$ cat src/rtl/shunt_hs_rtl_pkg.sv
// Shared definitions for the handshake TX framer.
//   framer_state_e : framer FSM states. The header states are contiguous, so a
//                    header beat index is simply (state - H_TYPE).
//   HDR_*          : header beat indices. HDR_BEATS is the number of header beats per chunk.
package shunt_hs_rtl_pkg;
  typedef enum logic [2:0] {
    FILL    = 3'd0,
    H_TYPE  = 3'd1,
    H_ID    = 3'd2,
    H_DTYPE = 3'd3,
    H_NPAY  = 3'd4,
    PAY     = 3'd5,
    TRAIL   = 3'd6
  } framer_state_e;

  localparam int HDR_TYPE  = 0;
  localparam int HDR_ID    = 1;
  localparam int HDR_DTYPE = 2;
  localparam int HDR_NPAY  = 3;
  localparam int HDR_BEATS = 4;
endpackage

$ cat src/rtl/shunt_hs_chunk_buf.sv
// Single chunk buffer of MAX_PAYLOAD bytes.
// The fill side writes at cnt and increments it. The drain side reads at rd.
// clr empties the buffer by resetting cnt and rd; the stored bytes are not cleared.
// Ports:
//   clk, clr       clock; synchronous clear (reset or chunk done)
//   wr_en, wr_data write one byte at position cnt
//   rd_adv         advance the read pointer
//   cnt            bytes held (1..MAX_PAYLOAD once filled)
//   rd_data        byte at the read pointer
//   rd_last        read pointer is on the final held byte
//   wr_full        the next write fills the buffer
module shunt_hs_chunk_buf #(
  parameter int MAX_PAYLOAD = 64
) (
  input  logic                          clk,
  input  logic                          clr,
  input  logic                          wr_en,
  input  logic [7:0]                    wr_data,
  input  logic                          rd_adv,
  output logic [$clog2(MAX_PAYLOAD):0]  cnt,
  output logic [7:0]                    rd_data,
  output logic                          rd_last,
  output logic                          wr_full
);
  localparam int AW = $clog2(MAX_PAYLOAD);
  localparam logic [AW:0] FILL_LAST = (AW+1)'(MAX_PAYLOAD - 1);

  logic [7:0]    mem [MAX_PAYLOAD];
  logic [AW-1:0] rd;

  always_ff @(posedge clk) begin
    if (clr) begin
      cnt <= '0;
      rd  <= '0;
    end else begin
      if (wr_en)  cnt <= cnt + 1'b1;
      if (rd_adv) rd  <= rd + 1'b1;
    end
  end

  always_ff @(posedge clk) begin
    if (wr_en) mem[cnt[AW-1:0]] <= wr_data;
  end

  assign rd_data = mem[rd];
  assign rd_last = ({1'b0, rd} + 1'b1) == cnt;
  assign wr_full = cnt == FILL_LAST;
endmodule

$ cat src/rtl/shunt_hs_tx_framer.sv
// Handshake TX framer. It splits a byte message stream into chunks of at most
// MAX_PAYLOAD bytes. Each chunk is sent as 4 header beats (trnx_type, trnx_id,
// data_type, n_payloads) followed by its payload beats.
// Optional macro SHUNT_HS_FRAMER_CHKSUM_EN adds a trailer beat after the payload.
// The trailer carries the modulo-256 sum of the payload, and m_last/m_msg_last
// move onto it.
// Ports:
//   clk, rst                        clock; synchronous active-high reset
//   cfg_trnx_type, cfg_data_type    per-message header fields, latched on the first byte
//   s_valid/s_ready/s_data/s_last   byte input stream
//   m_valid/m_ready/m_data          output beat stream
//   m_hdr, m_last, m_msg_last       header beat / end of chunk / end of message
module shunt_hs_tx_framer
  import shunt_hs_rtl_pkg::*;
#(
  parameter int MAX_PAYLOAD = 64,
  parameter int WORD_W      = 32
) (
  input  logic              clk,
  input  logic              rst,
  input  logic [WORD_W-1:0] cfg_trnx_type,
  input  logic [WORD_W-1:0] cfg_data_type,
  input  logic              s_valid,
  output logic              s_ready,
  input  logic [7:0]        s_data,
  input  logic              s_last,
  output logic              m_valid,
  input  logic              m_ready,
  output logic [WORD_W-1:0] m_data,
  output logic              m_hdr,
  output logic              m_last,
  output logic              m_msg_last
);
  localparam int CW = $clog2(MAX_PAYLOAD) + 1;

  framer_state_e     state, state_nx;
  logic [WORD_W-1:0] type_q, dtype_q, id_q;
  logic              msg_start;   // next accepted byte opens a new message
  logic              msg_last_q;  // current chunk ends its message
  logic [CW-1:0]     cnt;
  logic [7:0]        rd_data;
  logic              rd_last, wr_full, rd_adv, chunk_done, acc;
  logic [WORD_W-1:0] hdr [HDR_BEATS];
  logic [1:0]        hdr_idx;

  assign acc = s_valid & s_ready;

  shunt_hs_chunk_buf #(.MAX_PAYLOAD(MAX_PAYLOAD)) u_buf (
    .clk     (clk),
    .clr     (rst | chunk_done),
    .wr_en   (acc),
    .wr_data (s_data),
    .rd_adv  (rd_adv),
    .cnt     (cnt),
    .rd_data (rd_data),
    .rd_last (rd_last),
    .wr_full (wr_full)
  );

`ifdef SHUNT_HS_FRAMER_CHKSUM_EN
  logic [7:0] csum;
  // The sum restarts on the first byte of every chunk (buffer empty).
  always_ff @(posedge clk) begin
    if (rst)      csum <= '0;
    else if (acc) csum <= (cnt == '0 ? 8'd0 : csum) + s_data;
  end
`endif

  always_ff @(posedge clk) begin
    if (rst) begin
      state      <= FILL;
      id_q       <= '0;
      type_q     <= '0;
      dtype_q    <= '0;
      msg_start  <= 1'b1;
      msg_last_q <= 1'b0;
    end else begin
      state <= state_nx;
      if (acc) begin
        msg_start  <= s_last;
        msg_last_q <= s_last;
        if (msg_start) begin
          type_q  <= cfg_trnx_type;
          dtype_q <= cfg_data_type;
        end
      end
      if (chunk_done && msg_last_q) id_q <= id_q + 1'b1;
    end
  end

  always_comb begin
    hdr[HDR_TYPE]  = type_q;
    hdr[HDR_ID]    = id_q;
    hdr[HDR_DTYPE] = dtype_q;
    hdr[HDR_NPAY]  = WORD_W'(cnt);
    hdr_idx        = 2'(state - H_TYPE);
  end

  always_comb begin
    state_nx   = state;
    s_ready    = 1'b0;
    m_valid    = 1'b0;
    m_hdr      = 1'b0;
    m_last     = 1'b0;
    m_msg_last = 1'b0;
    m_data     = '0;
    rd_adv     = 1'b0;
    chunk_done = 1'b0;
    case (state)
      FILL: begin
        s_ready = 1'b1;
        if (acc && (s_last || wr_full)) state_nx = H_TYPE;
      end
      H_TYPE, H_ID, H_DTYPE, H_NPAY: begin
        m_valid = 1'b1;
        m_hdr   = 1'b1;
        m_data  = hdr[hdr_idx];
        // Header states are contiguous and H_NPAY + 1 is PAY.
        if (m_ready) state_nx = framer_state_e'(state + 3'd1);
      end
      PAY: begin
        m_valid = 1'b1;
        m_data  = WORD_W'(rd_data);
        rd_adv  = m_ready & ~rd_last;
`ifdef SHUNT_HS_FRAMER_CHKSUM_EN
        if (m_ready && rd_last) state_nx = TRAIL;
`else
        m_last     = rd_last;
        m_msg_last = rd_last & msg_last_q;
        if (m_ready && rd_last) begin
          chunk_done = 1'b1;
          state_nx   = FILL;
        end
`endif
      end
`ifdef SHUNT_HS_FRAMER_CHKSUM_EN
      TRAIL: begin
        m_valid    = 1'b1;
        m_data     = WORD_W'(csum);
        m_last     = 1'b1;
        m_msg_last = msg_last_q;
        if (m_ready) begin
          chunk_done = 1'b1;
          state_nx   = FILL;
        end
      end
`endif
      default: state_nx = FILL;
    endcase
  end
endmodule

$ cat config.mk
export PLATFORM = sky130hd
export DESIGN_NAME = shunt_hs_tx_framer
export DESIGN_NICKNAME = d
export VERILOG_FILES = /design/src/rtl/shunt_hs_rtl_pkg.sv /design/src/rtl/shunt_hs_chunk_buf.sv /design/src/rtl/shunt_hs_tx_framer.sv
export SDC_FILE = /design/constraint.sdc
export NUM_CORES = 1
export LEC_CHECK = 0
export CORE_ASPECT_RATIO = 1.75
export CORE_MARGIN = 2
export CORE_UTILIZATION = 35
export DETAILED_ROUTE_END_ITERATION = 12
export HOLD_SLACK_MARGIN = 0.08
export SLEW_MARGIN = 20
export SYNTH_ARGS = -nofsm -noshare
export SYNTH_HDL_FRONTEND = slang
export SYNTH_HIERARCHICAL = 1
export SYNTH_SLANG_ARGS = --single-unit
$ cat constraint.sdc
create_clock -name clk -period 9.4 [get_ports clk]
set_input_delay 2.82 -clock clk [delete_from_list [all_inputs] [get_ports clk]]
set_output_delay 2.82 -clock clk [all_outputs]
set_load 0.005 [all_outputs]
After elaboration in Yosys (flattened, before gate mapping) --
Memories as Yosys holds them, arrays and structs flattened. A register that Yosys moved wholly into a read port is not among the register bits. Cells that the tools add are included.
Operators by class: add/sub/neg operators 6, magnitude comparators 1, eq/ne operators 10, mux-type cells 20, bitwise gates (word level) 6, reductions and logical operators 9
Operators by type and width (count):
- $bmux W32 S2 | 1
- $mux W32 | 2
- $pmux W32 S2 | 1
- $add A32 B1 Y32 const B | 1
- $mux W6 | 2
- $mux W1 | 10
- $mux W3 | 3
- $pmux W3 S3 | 1
- $add A6 B1 Y7 const B | 1
- $add A7 B1 Y7 const B | 1
- $eq A7 B6 Y1 const B | 1
- $eq A7 B7 Y1 | 1
- $add A6 B1 Y6 const B | 1
- $eq A3 B2 Y1 const B | 2
- $eq A3 B3 Y1 const B | 2
- $ne A2 B2 Y1 const B | 3
- $reduce_or A5 Y1 | 1
- $reduce_or A4 Y1 | 1
- $add A3 B1 Y3 const B | 1
- $and A1 B1 Y1 | 3
- $eq A3 B1 Y1 const B | 1
- $ge A3 B3 Y1 const B | 1
- $logic_and A1 B1 Y1 | 3
- $logic_not A3 Y1 | 1
- 7 further kinds | 7
Storage, ports and cells: register bits 114, memory bits (writable) 512, input port bits 77, output and inout port bits 37, memories kept 1
Memories:
- u_buf.mem | depth 64, width 8, rd ports 1, clocked after Yosys merged registers in 1, write ports 1, RTL line shunt_hs_chunk_buf.sv:28 | logic [7:0] mem [MAX_PAYLOAD];

Logic depth before layout (Yosys ltp) --
Gate-level depths: netlist of run 1.
depth after elaboration 7, depth in mapped cells 13, mapped depth without buffers 11

Hierarchy --
The synthesis of run 1 kept the hierarchy.
Modules (own cells, without submodules):
- shunt_hs_chunk_buf | times used 1, cells each 1018, area an instance 20863.8 um2
- shunt_hs_tx_framer | times used 1, cells each 661, area an instance 5152.4 um2

Worst setup path after synthesis of run 1 --
No wires, ideal clock.
path kind reg-to-output, start point reg state[0], end point out m_data[1], data arrival time 2.341 ns, setup slack 4.239 ns, stages on the path, launching flop included 8, path buffers 3, cell sequence dfxtp_1 > buf_2 > inv_1 > clkbuf_1 > ha_1 > buf_1 > mux4_2 > a22o_1
On the way: cells in the longest elaborated chain, start to end 6
RTL lines:
- start, declared | RTL line shunt_hs_tx_framer.sv:36 | framer_state_e state, state_nx;
- start signal, assigned | RTL line shunt_hs_tx_framer.sv:78 | state <= state_nx;
- $sub A2 B1 Y2 | RTL line shunt_hs_tx_framer.sv:96 | hdr_idx = 2'(state - H_TYPE);
- $not A2 Y3 (implied by the code) | RTL line shunt_hs_tx_framer.sv:117 | m_data = hdr[hdr_idx];
- $bmux W32 S2 | RTL line shunt_hs_tx_framer.sv:117
- $mux W32 (implied by the code) (2 in a row) | RTL line shunt_hs_tx_framer.sv:117
- $pmux W32 S2 (*) | RTL line shunt_hs_tx_framer.sv:109 | case (state)
- end, declared | RTL line shunt_hs_tx_framer.sv:29 | output logic [WORD_W-1:0] m_data,
Mark *: on every way between the ends. The rest lies on a longest branch, timed or not. The select of a mux whose other input is x is not followed.

==> results of run 1 <==
[area by class of cell]
type	instances	share of cell area, %
Inverter	16	0.202
Multi-Input combinational cell	920	25.9
Timing Repair Buffer	143	4.53
Clock buffer	65	4.89
Sequential cell	632	59.8
Tap cell	938	3.95
Clock inverter	32	0.686
[power groups by stage]
stage / combinational (mW) / sequential [mW] / clock (mW)
after detailed placement: 0.566 / 3.18 / 0
after global routing: 0.610 / 3.12 / 2.28
after floorplan: 0.334 / 3.17 / 0
after global placement: 0.557 / 3.18 / 0
final: 0.563 / 3.12 / 2.13
after CTS: 0.568 / 3.12 / 2.18
[per-layer routing]
layer | vias up | share of wire (%)
met5 | - | 0
met4 | 0 | 4.3
met3 | 114 | 4.7
met2 | 495 | 56
met1 | 7622 | 35
li1 | 6613 | -
[registers in the layout (all words and copies together) (netlist names), named ones only]
name	flops
u_buf/cnt	7
u_buf/mem	512
id_q	32
dtype_q	32
msg_start	1
msg_last_q	1
state	3
type_q	32
u_buf/rd	6
[tightest hold or removal path, cell delays in order (launching register included)]
cell and delay, ns:
dfxtp_1 0.31, nand2_1 0.05, a21oi_1 0.05
[placed cells by master (no fill, tap or decap), types with 7 or more instances in the layout]
cell	netlist	routed
nor3_1	20	20
a22o_1	8	8
clkinv_2	0	12
mux2i_1	37	37
clkdlybuf4s50_1	0	104
inv_1	14	16
a22oi_1	8	8
xor2_1	17	17
nor2b_1	26	26
mux4_2	135	135
or3_1	7	7
clkinv_1	2	12
nand2_1	195	195
and3_1	11	10
buf_4	8	32
nor4_1	7	7
edfxtp_1	512	512
dfxtp_1	120	116
ha_1	8	7
clkbuf_16	0	55
nand3_1	47	46
o21ai_0	18	18
a21oi_1	103	103
xnor2_1	9	9
nand4_1	13	13
o21ai_1	12	12
o221ai_1	11	11
nor2_1	114	111
nand3b_1	7	7
mux2_2	39	39
[cells by family (layout without fill, tap and decap cells)]
kind of cell / count (synthesis) / in the layout / synth area share [%]
simple gates: 481 / 481 / 8.52
buf+inv: 127 / 256 / 2.23
compound gates: 188 / 188 / 4.26
flops: 632 / 632 / 68.3
mux: 217 / 217 / 15.4
fa+ha+maj: 8 / 8 / 0.385
xor+xnor: 26 / 26 / 0.875
[worst paths after layout]
kind,from,endpoint,depth (start not counted)
worst max-delay path,flop,m_data[2],7
worst min register to register,dtype_q[21],dtype_q[21],2
worst max register to register,state[0],u_buf/mem[39][7],10
worst min-delay path,dtype_q[21],dtype_q[21],2
[through the flow]
stage	hold slack (ns)	cell area (um^2)	worst slack, ns
floorplan	0.433	26000	4.24
detailed placement	0.445	28100	2.52
finish	0.454	29700	2.03
CTS	0.454	29700	1.86
global placement	0.439	28000	2.56
global route	0.470	29700	1.74
==> impl_results.md, run 1 <==
- Worst hold path class: reg2reg
- Crit path launch type: flop
- Tot GR Track Use: between 10% and 20%
- Worst VDD drop: 0.151 mV
- CTS tree: built
- CP max FO: 69
- Count of final setup violators: 0
- Fin. Hold Viols: 0
- Grt ovf: 0
- LEAKAGE: around 9 nW
- H-Tree Depth: 2
- Drt drc: 0
- Status: finished, final reports clean
- Cells after synthesis: between 1,500 and 2,000
- Seq/Total Area, Yosys: between 60 and 70%
- Clock skew: around 0.011 ns
- Dpl cells: 2,649
- Layout cells sized above 1: between 10% and 20%
- Number of max-cap violations: 0
- Mapped Avg Cell Area: 15.5 um^2
- Drt pass-1 iters: 5
- # IOs: between 100 and 150
- CP Class: reg2out
- Sequential group share of total power: 53.6%
- Pint: 4.41 mW
- Clock Tree Root: clkbuf_16
- FP Rows: between 100 and 150
- Final Util: between 40% and 50%
- Routed Antenna Nets: 0
- Comb pwr share: 9.7%
- Clock Power Share: a little under two fifths
- Worst Setup End Kind: primary output
- Slowest CP cell: dfxtp_4
- Reg-to-reg setup timing slack: roughly 5.1 ns
- Tot Pwr: approximately 5.8 mW
- Count of flip-flops with a built-in enable after synthesis: a little over 500
- Routability congestion estimate from global placement: about 0.85
- Vias: approximately 15,000
- Final min period: about 7.4 ns
- Final wirelength: 67.4 mm
- Synthesized area: between 0.02 and 0.03 mm^2
- Setup TNS Final: 0 ns
- Post-DP HPWL: about 45 mm
- Rel. slew slack: between 20% and 30%
- Cts repair resizes: 0
- Number of buffers and inverters on the critical path: 2
- Pwr Density: 196 mW/mm^2
- M1 GR Usage: approximately 18%
- Multi-input gate area: ~0.0077 mm^2
- Crit-path most repeated cell: o21ai_1
- Deepest clock path buffer count: 3
- # diodes: 0
- RSZ-0062 raised after global routing: false
- Grt met3 use: around 2.3%
- Synth warn: 6
- IO buf count: approximately 110
- Worst Path Required: between 6 and 7 ns
- Most frequent cells after synthesis: edfxtp_1 (512), nand2_1 (195), mux4_2 (135)
- Die area: ~0.077 mm^2
- Period utilization: about four fifths
- Initial antenna violation count: 0
- Die width: around 210 um
- Global-route wire length before repair: roughly 100 mm
- Worst Tran Pin Value: roughly 1.1 ns
- GR peak layer: met2
- Core area: between 0.07 and 0.08 mm^2
- Non-Filler Instances: approximately 2,700
- Post-synth top flop: edfxtp_1
- DR WL/cell: between 20 and 25 um
- Met2 usage: approximately 35%
- Clock slew at reported path FFs: 0.07 ns
- Fmax: approximately 140 MHz
- Num CTS Buffers: 52
- Largest area contributor in the netlist: edfxtp_1
- Fill cells: ~6,600
- Chip height: ~360 um
- Switching Share: approximately 24%
- Top cells by area, synth: edfxtp_1 (59%), mux4_2 (12%), dfxtp_1 (9.2%)
- Worst path cell trace: buf_12 > mux4_1 > mux4_2 > o21ai_1 > o21ai_1 > a22o_1 > clkdlybuf4s50_1
- Via density: about 5.4
- Worst Path Arrival: around 4.6 ns
- Largest net degree at the start of global routing: 81
- Drt initial violations: just over 1,000
- Starting Density: 35.2%
- Unique masters post-synth: 61
- CTS Hold Bufs: 0
- Post-CTS repair timing setup buffer count: 0
- Clock Latency Late Sink: approximately 0.60 ns
- Post-synth net total: 1,764
- Count leader, synth: edfxtp_1
- Max-slew violations: 0
- Share of the synthesized area in the top cell type: slightly below 60%
- Sw Pwr: between 1 and 1.5 mW
- Area grow syn2layout: 14.3%
- Nets: ~1,900
- Flops & latches, synth: about 630
- Async SR Flop Fraction: 0%
- Critical Path Max Stage Delay: ~1 ns
- Crit-path leading delay family: multiplexers
- Vias in the first global route: ~15,000
- Total clock sinks: approximately 630
- FF+latch area: 0.0178 mm^2
No activity file was read; power rests on OpenSTA's default activity.
==> run 2: changes to the inputs <==
==> constraint.sdc (replaced) <==
create_clock -name clk -period 7.4 [get_ports clk]
set_input_delay 2.22 -clock clk [delete_from_list [all_inputs] [get_ports clk]]
set_output_delay 2.22 -clock clk [all_outputs]
set_load 0.005 [all_outputs]
==> run 2 against run 1 <==
- utilization grew 0.14 points
- die area did not move
- setup slack worse by 0.99 ns
- final cell count rose by 0.15%
- first-iteration DRC count shrank 9.4%
- register-to-register slack lost 1.8 ns
- sequential share of layout area decreased by 0.20 points
- largest cell class unchanged
- critical endpoint is now m_data[3]
- final area increased by 0.34%
==> impl_results.md, run 2 (synthesis results as in run 1) <==
- Status: finished, final reports clean (unchanged)
- # diodes: 0 (unchanged)
- Nets: 1,858 (was 1,850)
- Vias in the first global route: 15,700 (was 15,400)
- IO buf count: 113 (unchanged)
- Tot GR Track Use: 17.6% (about the same)
- Clock Latency Late Sink: 0.61 ns (was 0.60 ns)
- Number of max-cap violations: 0 (unchanged)
- Post-DP HPWL: 45.9 mm (was 45.3 mm)
- Drt initial violations: 940 (was 1,038)
- Max reg flops: 512 (unchanged)
- Deepest clock path buffer count: 3 (unchanged)
- Critical Path Max Stage Delay: 1.01 ns (was 1.03 ns)
- Max-slew violations: 0 (unchanged)
- Crit-path leading delay family: flip-flops (was multiplexers)
- Worst Tran Pin Value: 1.16 ns (was 1.07 ns)
- Global-route wire length before repair: 99.8 mm (was 99.5 mm)
- Cts repair resizes: 0 (unchanged)
- Clock skew: 0.0180 ns (was 0.0115 ns)
- Via density: 5.43 (was 5.41)
- CTS tree: built (unchanged)
- FF+latch area: 0.0178 mm^2 (unchanged)
- Largest net degree at the start of global routing: 83 (was 81)
- Die area: 0.0766 mm^2 (unchanged)
- CP max FO: 47 (was 69)
- RSZ-0062 raised after global routing: false (unchanged)
- Layout cells sized above 1: 17.4% (about the same)
- Count of final setup violators: 0 (unchanged)
- Vias: 14,900 (was 14,800)
- Fin. Hold Viols: 0 (unchanged)
- Most common cell after layout, fill and taps aside: edfxtp_1 (unchanged)
- Clock slew at reported path FFs: 0.07 ns (about the same)
- Worst path cell trace: buf_4 > mux4_2 > mux2i_1 > a211oi_1 > o21ai_0 > nand2_1 > a22o_1 > clkdlybuf4s50_1 (was buf_12 > mux4_1 > mux4_2 > o21ai_1 > o21ai_1 > a22o_1 > clkdlybuf4s50_1)
- Total clock sinks: 632 (unchanged)
- FP Rows: 132 (unchanged)
- Die width: 210 um (unchanged)
- Reg2reg path depth: 10 (unchanged)
- Pwr Density: 251 mW/mm^2 (was 196 mW/mm^2)
- Fmax: 157 MHz
- Post-CTS repair timing setup buffer count: 0 (unchanged)
- Final min period: approximately 6.4 ns
- Worst Setup End Kind: primary output (unchanged)
- Clock Tree Root: clkbuf_16 (unchanged)
- Starting Density: 35.2% (unchanged)
- Number of buffers and inverters on the critical path: 2 (unchanged)
- Routability congestion estimate from global placement: 0.851 (about the same)
- CTS Hold Bufs: 0 (unchanged)
- Core area: 0.0738 mm^2 (unchanged)
- Slowest CP cell: dfxtp_4 (unchanged)
- Initial antenna violation count: 1 (was 0)
- Period utilization: a little under nine tenths
- Worst Path Required: 5.18 ns (was 6.58 ns)
- Worst VDD drop: 0.202 mV (was 0.151 mV)
- LEAKAGE: 9.16 nW (was 9.14 nW)
- Setup TNS Final: 0 ns (unchanged)
- Critical path endpoint: m_data[3] (was m_data[2])
- Num CTS Buffers: 52 (unchanged)
- Drt drc: 0 (unchanged)
- Final wirelength: 67.2 mm (was 67.4 mm)
- Worst Path Arrival: 4.14 ns (was 4.55 ns)
- Reg-to-reg critical path startpoint: u_buf/rd[0] (was state[0])
- Critical path depth: 8 (was 7)
- Crit path launch type: flop (unchanged)
- Multi-input gate area: 0.00769 mm^2 (was 0.00770 mm^2)
- Rel. slew slack: 22.5% (was 28.4%)
- Chip height: 365 um (unchanged)
- Worst hold path class: reg2reg (unchanged)
- Area grow syn2layout: 14.6% (was 14.3%)
- Drt pass-1 iters: 5 (unchanged)
- Tot Pwr: 7.47 mW (was 5.82 mW)
- Fill cells: 6,591 (was 6,604)
- Most frequent cells in the layout: edfxtp_1 (512), nand2_1 (195), mux4_2 (135), dfxtp_1 (116), nor2_1 (113) (was edfxtp_1 (512), nand2_1 (195), mux4_2 (135), dfxtp_1 (116), nor2_1 (111))
- H-Tree Depth: 2 (unchanged)
- DR WL/cell: 24.5 um (about the same)
- Grt ovf: 0 (unchanged)
- CP Class: reg2out (unchanged)
- # IOs: 114 (unchanged)
- Reg-to-reg setup timing slack: 3.32 ns (was 5.08 ns)
- Routed Antenna Nets: 0 (unchanged)
- Worst r2r dst: id_q[30] (was u_buf/mem[39][7])
[run 2: cell types whose count changed in the layout (fill, tap and decap cells not counted), sizes merged]
cell / before / now
clkbuf: 65 / 63
clkinvlp: 2 / 7
bufinv: 1 / 5
buf: 39 / 47
clkinv: 26 / 18
inv: 19 / 16
[run 2: cell type report]
type | instances | area share, %
Multi-Input combinational cell | 920 | 25.8
Clock inverter | 30 | 1.01
Clock buffer | 63 | 4.64
Tap cell | 938 | 3.94
Sequential cell | 632 | 59.6
Inverter | 16 | 0.201
Timing Repair Buffer | 151 | 4.80
[run 2: metrics by stage]
step	cell area (um^2)	setup WS, ns	cells	hold WS (ns)	utilization, %
final	29800	1.04	2750	0.453	40.4
after global routing	29800	0.759	2750	0.476	40.4
after CTS	29800	0.968	2750	0.456	40.4
after detailed placement	28100	1.61	2657	0.447	38.1
after global placement	28100	1.57	2657	0.439	38.1
after floorplan	26000	2.84	1679	0.433	-
[run 2: power breakdown]
group | internal [mW] | total [mW] | switching, mW
clock | 1.51 | 2.79 | 1.27
sequential | 3.92 | 3.96 | 0.0395
combinational | 0.241 | 0.724 | 0.483
total | 5.67 | 7.47 | 1.80
[run 2: metal layers]
layer  GRT usage (%)  wire, um  vias up
met1            18.1     23000     7637
met4            9.50      3860        2
li1                -         -     6630
met5               0        11        -
met3            2.78      3710      142
met2            33.8     36700      513
[run 2: worst min path at each step]
stage	start	endpoint	slack, ns	cells past startpoint
after floorplan	type_q[10]	type_q[10]	0.43	2
after global placement	type_q[25]	type_q[25]	0.44	2
after detailed placement	type_q[9]	type_q[9]	0.45	2
after CTS	type_q[9]	type_q[9]	0.46	2
after global routing	type_q[17]	type_q[17]	0.48	2
final	type_q[9]	type_q[9]	0.45	2
[run 2: worst register-to-register path, cell delays in order, from the launching register on]
cell	delay, ns
dfxtp_1	0.52
ha_1	0.40
xor2_1	0.10
or3_1	0.32
a21oi_1	0.19
o21ai_0	0.14
a221oi_1	0.63
and4_1	0.53
nand4_1	0.43
nor4_1	0.34
mux2_2	0.37
==> edit: new RTL, flow settings as in run 2 <==
Change the parameter `WORD_W` from 32 to 28.
--- a/src/rtl/shunt_hs_tx_framer.sv
+++ b/src/rtl/shunt_hs_tx_framer.sv
@@ -14,7 +14,7 @@
   import shunt_hs_rtl_pkg::*;
 #(
   parameter int MAX_PAYLOAD = 64,
-  parameter int WORD_W      = 32
+  parameter int WORD_W      = 28
 ) (
   input  logic              clk,
   input  logic              rst,
Ports: changed (resized cfg_data_type, cfg_trnx_type and m_data); port bits go from 114 to 102. No check against the original RTL was run, so the function may have changed too.
==> edit against run 2 <==
Sequential share of layout area up 0.87 points; critical path depth unchanged; routed wire length down 1.6%; power down 3.5%; largest power group unchanged; critical endpoint is now m_data[5]; worst setup slack worse by 270 ps; cell area down 2.8%; area after synthesis down 2.5%; sequential cell count down 12; combinational power down 29%.
==> edit: results (changes against run 2) <==
Pwr
  – P_clk: 0.00278 W (about the same)
  – P_seq: 0.00391 W (-1%)

Layout
  – Filler cells: 6,413 (-2.7%)
  – Sequential fraction of total cell area: 60.5% (+0.87 points)
  – Bufs w/o clock: 126 (-17%)
  – Final clock-cell share: 5.88% (+0.23 points)
  – Final sequential cell count: 620 (-1.9%)
  – CLK BUF: 71 (+13%)
  – NonClk Buf Share: 4.07% (-0.73 points)
  – Multi-input logic area: 7350 um2 (-4.4%)
  – Nets@finish: 1,748 (-5.9%)

GRT
  – Vias in the first global route: 14,800 (-5.5%)
  – First-pass GRT wire length: 96,900 um (-2.9%)
  – Met2 Resource Use GR: 33.1% (-0.62 points)
  – Largest net degree at the start of global routing: 72 (-13%)
  – GR Layer Usage met1: 18.0% (-0.12 points)
  – Total track usage: 17.4% (-0.19 points)

Timing
  – Worst-Margin Slew: 1100 ps (-62.2 ps)
  – Setup Skew: 29.0 ps (+11.0 ps)

Place
  – DP Wirelength: 45,100 um (-1.8%)

Synth
  – Post-synthesis sequential area ratio: 69.1% (+0.79 points)
  – Synth area leaders: edfxtp_1, mux4_2, dfxtp_1
  – XOR/XNOR Fraction of Synth Area: 0.829% (-0.047 points)
  – Synth Area in Adders: 0.395% (+0.0098 points)

Worst setup path
  – R2R depth: 9 (-1)
  – Flop2flop setup slack: 3140 ps (-180 ps)
  – Largest stage delay, worst path: 670 ps (-340 ps)
  – WP data arrival: 4400 ps (+260 ps)
  – CP top delay family: buffers and inverters
  – Crit Reg-Reg Endpoint: u_buf/mem[7][2]
  – Slowest-stage cell, CP: clkinv_1
  – Worst Path Max Fanout: 30 (-36%)

Route
  – DR iter-0 viols: 1,182 (+26%)

Outcome
  – Status: finished, final reports clean
[edit: changes by cell type after synthesis, sizes merged, moves of 12 or more]
cell   change
nor3      -14
mux2      -18
nand2     -14
nor2      -25
or4       +12
nor2b     -14
dfxtp     -12
[edit: per-layer routing]
metal  routed length [um]  up-vias
met2                36300      529
li1                     -     6368
met1                22400     7390
met3                 3170      150
met5                    0        -
met4                 4230        0
[edit: worst max-delay path by stage]
stage	to	cells after the start	slack [ps]
floorplan	m_data[11]	10	2190
global placement	m_data[0]	8	1520
detailed placement	m_data[5]	8	1420
CTS	m_data[5]	8	780
global route	m_data[6]	8	400
finish	m_data[5]	8	780
[edit: metrics by stage]
step                      utilization (%)  area (um2)  power (W)  cells  setup WS (ps)
final                                40.4       29000    0.00721   2638            778
after detailed placement             38.0       27300    0.00450   2542           1420
after CTS                            40.4       29000    0.00727   2637            781
after floorplan                         -       25400    0.00426   1596           2190
after global routing                 40.4       29000    0.00745   2637            403
after global placement               38.0       27300    0.00449   2542           1520
